===== src/rtl/roteador_rr.sv =====
// roteador_rr: NCH-channel valid/ready router (fixed select or round-robin) into one registered output.
// Optional per-channel saturating grant counters when ROTEADOR_CONTADOR_EN is defined.
module roteador_rr #(
   parameter  int NBITS = 4,
   parameter  int NCH   = 4,
   localparam int SELW  = $clog2(NCH)
) (
   input  logic                   clk,
   input  logic                   reset,
   input  logic [NCH*NBITS-1:0]   in_data,
   input  logic [NCH-1:0]         in_valid,
   output logic [NCH-1:0]         in_ready,
   input  logic                   mode,
   input  logic [SELW-1:0]        sel,
   output logic [NBITS-1:0]       out_data,
   output logic                   out_valid,
   input  logic                   out_ready,
   output logic [SELW-1:0]        out_ch
`ifdef ROTEADOR_CONTADOR_EN
   ,
   output logic [NCH*8-1:0]       grant_count
`endif
);

   typedef enum logic {S_EMPTY, S_FULL} state_t;

   state_t            r_state;
   logic [NBITS-1:0]  r_data;
   logic [SELW-1:0]   r_ch;
   logic [SELW-1:0]   r_last;

   logic              w_free;
   logic              w_grant_vld;
   logic [SELW-1:0]   w_grant_idx;
   logic [NBITS-1:0]  w_grant_data;

   assign out_valid = (r_state == S_FULL);
   assign out_data  = r_data;
   assign out_ch    = r_ch;
   assign w_free    = !out_valid || out_ready;

   // NOTE: every variable gets a default at the top of always_comb so no path leaves it unassigned (no latch).
   always_comb begin
      int v_best;
      int v_dist;
      w_grant_vld  = 1'b0;
      w_grant_idx  = '0;
      w_grant_data = '0;
      v_best       = NCH;
      v_dist       = 0;
      if (w_free) begin
         if (!mode) begin
            for (int k = 0; k < NCH; k++) begin
               if (int'(sel) == k && in_valid[k]) begin
                  w_grant_vld = 1'b1;
                  w_grant_idx = SELW'(k);
               end
            end
         end else begin
            // Distance from the channel after last; last itself is searched last.
            for (int k = 0; k < NCH; k++) begin
               v_dist = k + NCH - 1 - int'(r_last);
               if (v_dist >= NCH) v_dist = v_dist - NCH;
               if (in_valid[k] && v_dist < v_best) begin
                  v_best      = v_dist;
                  w_grant_vld = 1'b1;
                  w_grant_idx = SELW'(k);
               end
            end
         end
      end
      for (int k = 0; k < NCH; k++) begin
         if (int'(w_grant_idx) == k) w_grant_data = in_data[k*NBITS +: NBITS];
      end
   end

   assign in_ready = NCH'(w_grant_vld) << w_grant_idx;

   // NOTE: sequential state uses non-blocking assignments so all registers update from pre-edge values.
   always_ff @(posedge clk or posedge reset) begin
      if (reset) begin
         r_state <= S_EMPTY;
         r_data  <= '0;
         r_ch    <= '0;
         r_last  <= SELW'(NCH - 1);
      end else begin
         case (r_state)
            S_EMPTY: if (w_grant_vld) r_state <= S_FULL;
            S_FULL:  if (out_ready && !w_grant_vld) r_state <= S_EMPTY;
            default: r_state <= S_EMPTY;
         endcase
         if (w_grant_vld) begin
            r_data <= w_grant_data;
            r_ch   <= w_grant_idx;
            r_last <= w_grant_idx;
         end
      end
   end

`ifdef ROTEADOR_CONTADOR_EN
   logic [7:0] r_cnt [NCH];

   always_ff @(posedge clk or posedge reset) begin
      if (reset) begin
         for (int k = 0; k < NCH; k++) r_cnt[k] <= '0;
      end else begin
         for (int k = 0; k < NCH; k++) begin
            if (w_grant_vld && int'(w_grant_idx) == k && r_cnt[k] != 8'hFF)
               r_cnt[k] <= r_cnt[k] + 8'd1;
         end
      end
   end

   for (genvar gk = 0; gk < NCH; gk++) begin : g_cnt
      assign grant_count[gk*8 +: 8] = r_cnt[gk];
   end
`endif

endmodule


===== config.mk =====
export PLATFORM = sky130hd
export DESIGN_NAME = roteador_rr
export DESIGN_NICKNAME = d
export VERILOG_FILES = /design/src/rtl/roteador_rr.sv
export SDC_FILE = /design/constraint.sdc
export NUM_CORES = 1
export LEC_CHECK = 0
export CORE_ASPECT_RATIO = 0.8
export CORE_MARGIN = 8
export CORE_UTILIZATION = 42
export DETAILED_ROUTE_END_ITERATION = 10
export PLACE_DENSITY = 0.75
export SYNTH_ARGS = -nofsm -noshare
export SYNTH_HDL_FRONTEND = slang
export SYNTH_SLANG_ARGS = --single-unit

===== constraint.sdc =====
create_clock -name clk -period 5.8 [get_ports clk]
set_input_delay 0.87 -clock clk [delete_from_list [all_inputs] [get_ports clk]]
set_output_delay 0.87 -clock clk [all_outputs]
set_load 0.03 [all_outputs]

== After elaboration in Yosys (flattened, before gate mapping) ==
Cells that the tools add are included.

* $add $sub $neg: 8
* Muxes and demuxes: 46
* Bitwise operators: 1
* Order comparisons: 8
* Equal/unequal tests: 6
* Reductions and logical operators: 14
* Shifts and indexed selects: 1

{| class="wikitable"
|+ Operators by type and width
! operator !! number
|-
| $mux 32 || 21
|-
| $lt 32x32->1 || 3
|-
| $lt 32x4->1 const B || 1
|-
| $mux 4 || 4
|-
| $sub 4x4->5 const B || 3
|-
| $mux 1 || 14
|-
| $ge 4x4->1 const B || 3
|-
| $mux 2 || 6
|-
| $sub 3x2->4 const A || 3
|-
| $logic_and 1x1->1 || 9
|-
| $eq 2x2->1 const B || 4
|-
| $sub 3x4->5 const B || 1
|-
| $eq 2x1->1 const B || 2
|-
| $ge 3x4->1 const B || 1
|-
| $logic_not 2->1 || 2
|-
| $shl 1x2->4 || 1
|-
| $sub 2x2->3 const A || 1
|-
| $logic_not 1->1 || 2
|-
| $pmux 1 s2 || 1
|-
| $logic_or 1x1->1 || 1
|-
| $not 1->1 || 1
|}

* Output and inout port bits: 11
* Flip-flop bits (word level): 9
* Logic and storage cells: 88
* Input bits: 26

== Depth between registers and ports, before layout ==
* Depth in word-level cells: 30
* Mapped depth: 23
* Gate-level depth less buffers: 23

== Least setup slack after synthesis ==
Ideal clock, no wire load.

* Path kind: register to output
* From: reg r_last[0]
* To: out in_ready[0]
* Slack: 325 ps
* Cell stages (with the launch flop): 21
* Data required time: 4930 ps
* Buffers on the path: 0
* Arrival: 4605 ps
* Cell sequence: dfstp_2 > inv_2 > ha_1 > nor2b_1 > ha_1 > and2b_1 > nand2_2 > o21ai_4 > mux2_2 > ha_1 > o21ai_0 > o2bb2ai_2 > a41oi_4 > mux2i_1 > ha_1 > nand4bb_1 > o221ai_1 > o21a_1 > a31oi_4 > nand2_1 > nor2_1

* Longest elaborated chain between the ends: 26
* Elaborated cells on any way between the ends: 53
* Classes of those cells: add/sub (8); order compare (8); shift (1); mux (32); reduce/logical (4)

{| class="wikitable"
|+ Ends and longest elaborated chain
! item !! RTL line !! text
|-
| start: declaration || 30 || <nowiki>logic [SELW-1:0] r_last;</nowiki>
|-
| start signal: assignment || 85 || <nowiki>r_last <= SELW'(NCH - 1);</nowiki>
|-
| start signal: assignment || 95 || <nowiki>r_last <= w_grant_idx;</nowiki>
|-
| $sub 2x2->3 || 62 || <nowiki>v_dist = k + NCH - 1 - int'(r_last);</nowiki>
|-
| $sub 3x4->5 / $ge 3x4->1 (equally long branches) || 63 || <nowiki>if (v_dist >= NCH) v_dist = v_dist - NCH;</nowiki>
|-
| $mux 32 || 63 ||
|-
| $mux 32 || 52 || <nowiki>if (!mode) begin</nowiki>
|-
| $mux 32 || 51 || <nowiki>if (w_free) begin</nowiki>
|-
| $lt 32x4->1 || 64 || <nowiki>if (in_valid[k] && v_dist < v_best) begin</nowiki>
|-
| $logic_and 1x1->1 || 64 ||
|-
| $mux 32 || 64 ||
|-
| (+10 left out) || n/a ||
|-
| $mux 32 || 52 ||
|-
| $mux 32 || 51 ||
|-
| $lt 32x32->1 || 64 ||
|-
| $logic_and 1x1->1 || 64 ||
|-
| $mux 1 / $mux 2 (equally long branches) || 64 ||
|-
| $mux 1 / $mux 2 (equally long branches) || 52 ||
|-
| $mux 1 / $mux 2 (equally long branches) || 51 ||
|-
| $shl 1x2->4 * || 77 || <nowiki>assign in_ready = NCH'(w_grant_vld) << w_grant_idx;</nowiki>
|-
| end: declaration || 12 || <nowiki>output logic [NCH-1:0] in_ready,</nowiki>
|}

Mark *: on every way between the ends. The rest lies on a longest branch, timed or not. The select of a mux whose other input is x is not followed.

== Final worst setup path ==
Same ends and word-level chain as after synthesis.

==> reports/summary.txt <==
CTS Root Cell - clkbuf_4
Die Y - 61.0 um
Antenna violations before repair - 0
Dpl cells - 205
Post-DP HPWL - 2.71 mm
Peak VDD IR - 0.000294 V
Final worst setup slack - 0.260 ns
Worst Path Buf+Inv - 3
Family with the most delay on the worst path - compound AO/OA/AOI/OAI gates
CP max stage delay - 0.58 ns
Drt pass-1 iters - 4
Cell taking the most area after synthesis - dfrtp_1
Synth area leaders - dfrtp_1, ha_1, nand2_1
Nets - 220
Warnings, synthesis - 0
Yosys cell types - 43
Htree depth - 1
Vias in the first global route - 1079
CP Cell Sequence - inv_2, ha_1, nor2b_2, ha_1, and2b_2, nand2_2, o21ai_4, mux2_4, ha_1, o21ai_1, o2bb2ai_2, a41oi_4, mux2i_1, ha_1, nand4bb_1, nor3_2, o21a_1, buf_4, o21a_4, a31oi_4, nand2_1, nor2_1, buf_4
Critical path class - reg2out
Final Non-Filler Cells - 215
Share of Yosys cell area claimed by the top area cell type - 16.5%
Reg clk slew, reported paths - 0.06 ns
Mapped Area - 1060 um2
First-pass GRT wire length - 5.07 mm
Top cells by count, synth - nand2_1, ha_1, a21oi_1, dfrtp_1
Largest net degree at the start of global routing - 13
Rel. slew slack - 71.6%
Full die area - 4400 um2
Leak Pwr - 0.745 nW
Gr ovfl total - 0
Top-count cell post-synth - nand2_1
# diodes - 0
Crit share post-route - 95.5%
Clock latency on the worst-skew pair - 0.27 ns
FF/Latch Area - 228 um2
Post-route ant nets - 0
Clock Skews - 0.00355 ns
Fin. max-slew vios - 0
Syn-to-layout area delta - 57.0%
DR DRC count - 0
Max frequency - 181 MHz
Register area share after synthesis - 21.4%
Slowest cell on crit path - dfstp_2
Post-synthesis instance total - 118
Global placer's final weighted congestion - 0.889
Levels on crit path - 23
Worst Path Arrival - 4.67 ns
Rows - 16
Worst hold margin - 0.482 ns
Post-synth EDFFs - 0
Unrepaired setup endpoints after global routing - false
All-layer global routing usage - 14.6%
Post-Syn Nets - 158
Core area - 2420 um2
Ys async rst share - 100%
Crit path launch type - flip-flop
Yosys reg bits - 9
P per Cell Area - 554 nW/um2
Endpoints failing hold - 0
Critical Path Start - r_last[0]$_DFFE_PP1P_
Via-to-Cell Ratio - 5.21
Post-CTS Hold Buffers - 0
Port bufs - 36
Clk sinks - 9
Via count - 1121
CP dominant cell by count - ha_1
CTS Buf Count - 3
Boundary Pins - 37
Multi-input gate area - 818 um2
Avg Inst Size Synth - 9.00 um2
DR WL/cell - 15.2 um
Initial core utilization - 43.9%
Max FO, Critical Path - 5
Outcome - complete, no violations
Setup_tns - 0 ns
Die X - 72.2 um
Setup violators final - 0
Ys flop type - dfrtp_1
Ratio of cells with drive above 1 in the final layout - 29.6%
Minimum clock period - 5.54 ns
Worst Hold Class - reg2reg
Max clock buf depth - 2
DP Worst Slack - -0.213 ns
WP data required - 4.93 ns
R2r startpoint - r_last[0]$_DFFE_PP1P_
Max-Cap Viols - 0
Worst min-delay path startpoint - out_ch[1]$_DFFE_PP0P_
1st-iter DRT viols - 90
Worst R2R Path Depth - 23
Total Wirelength - 3.27 mm
Crit end category - output pin
TritonCTS clock tree - yes
Worst Max-Slew Pin Slew - 0.425 ns
Fill count - 192
Worst hold stages - 2
[routing by layer]
| metal | track usage, % | wire [um] |
|---|---|---|
| met5 | 0 | 0 |
| met4 | 3.77 | 9 |
| met3 | 3.30 | 99 |
| met2 | 23.9 | 1650 |
| met1 | 19.0 | 1520 |
[final timing paths]
| check | end | slack [ns] |
|---|---|---|
| worst min register to register | out_ch[1]$_DFFE_PP0P_ | 0.48 |
| worst max-delay path | in_ready[0] | 0.26 |
| worst max register to register | out_data[2]$_DFFE_PP0P_ | 1.13 |
| worst min-delay path | out_ch[1]$_DFFE_PP0P_ | 0.48 |
| min in group asynchronous | out_data[2]$_DFFE_PP0P_ | 0.87 |
| max in group asynchronous | r_last[0]$_DFFE_PP1P_ | 4.63 |
[stage by stage]
| step | utilization [%] | power [mW] | instance area, um2 |
|---|---|---|---|
| floorplan | - | 0.559 | 1060 |
| global placement | 64.8 | 0.778 | 1570 |
| detailed placement | 64.8 | 0.801 | 1570 |
| CTS | 65.8 | 0.854 | 1590 |
| global route | 68.9 | 0.994 | 1670 |
| finish | 68.9 | 0.924 | 1670 |
[worst register-to-register path: cells and delay by family (launching register included)]
kind	cells	cell delay, ns
flip-flops	1	0.58
buffers and inverters	4	0.57
adder cells (fa/ha/maj)	4	0.92
AO/OA/AOI/OAI	11	1.70
AND/OR/NAND/NOR	3	0.46
multiplexers	1	0.33
[cell usage in the layout, fill, tap and decap left out, types with 4 or more instances in the layout]
cell type	count
a21oi_1	8
a31oi_1	4
a32oi_1	4
buf_4	25
clkdlybuf4s50_1	31
dfrtp_1	7
ha_1	14
inv_1	5
nand2_1	18
nand3_1	5
nor2_1	4
nor2b_1	5
[what timing repair did]
| action | CTS | global route |
|---|---|---|
| setup buffers | 0 | 6 |
| pin swaps | 0 | 1 |
| gates resized for setup | 1 | 9 |
| endpoints found under the setup margin | 1 | 4 |
[flip-flops by register name, indices dropped and copies added (netlist names)]
signal	count
out_ch	2
out_data	4
out_valid	1
r_last	2
[layout make-up]
| cell class | count | share of cell area, % |
|---|---|---|
| clock buffers | 4 | 1.58 |
| flip-flops and latches | 9 | 13.7 |
| inverters | 8 | 1.88 |
| repair buffers | 58 | 31.1 |
| multi-input cells | 100 | 49.1 |
| well taps | 36 | 2.70 |
[logic make-up (layout without fill, tap and decap cells)]
logic type	Yosys count	after routing	share of synthesized area (%)
AO/OA/AOI/OAI	34	34	28.2
adder cells (fa/ha/maj)	14	14	16.5
buffers and inverters	9	70	4.00
flip-flops	9	9	21.4
multiplexers	5	5	6.24
AND/OR/NAND/NOR	47	47	23.7
[power by group]
group / internal [mW] / leakage, nW / switching [mW] / total [mW]
Sequential: 0.0997 / 0.0995 / 0.0239 / 0.124
Clock: 0.0266 / 0.0150 / 0.0231 / 0.0497
Combinational: 0.353 / 0.631 / 0.397 / 0.750
No activity file was read; power rests on OpenSTA's default activity.
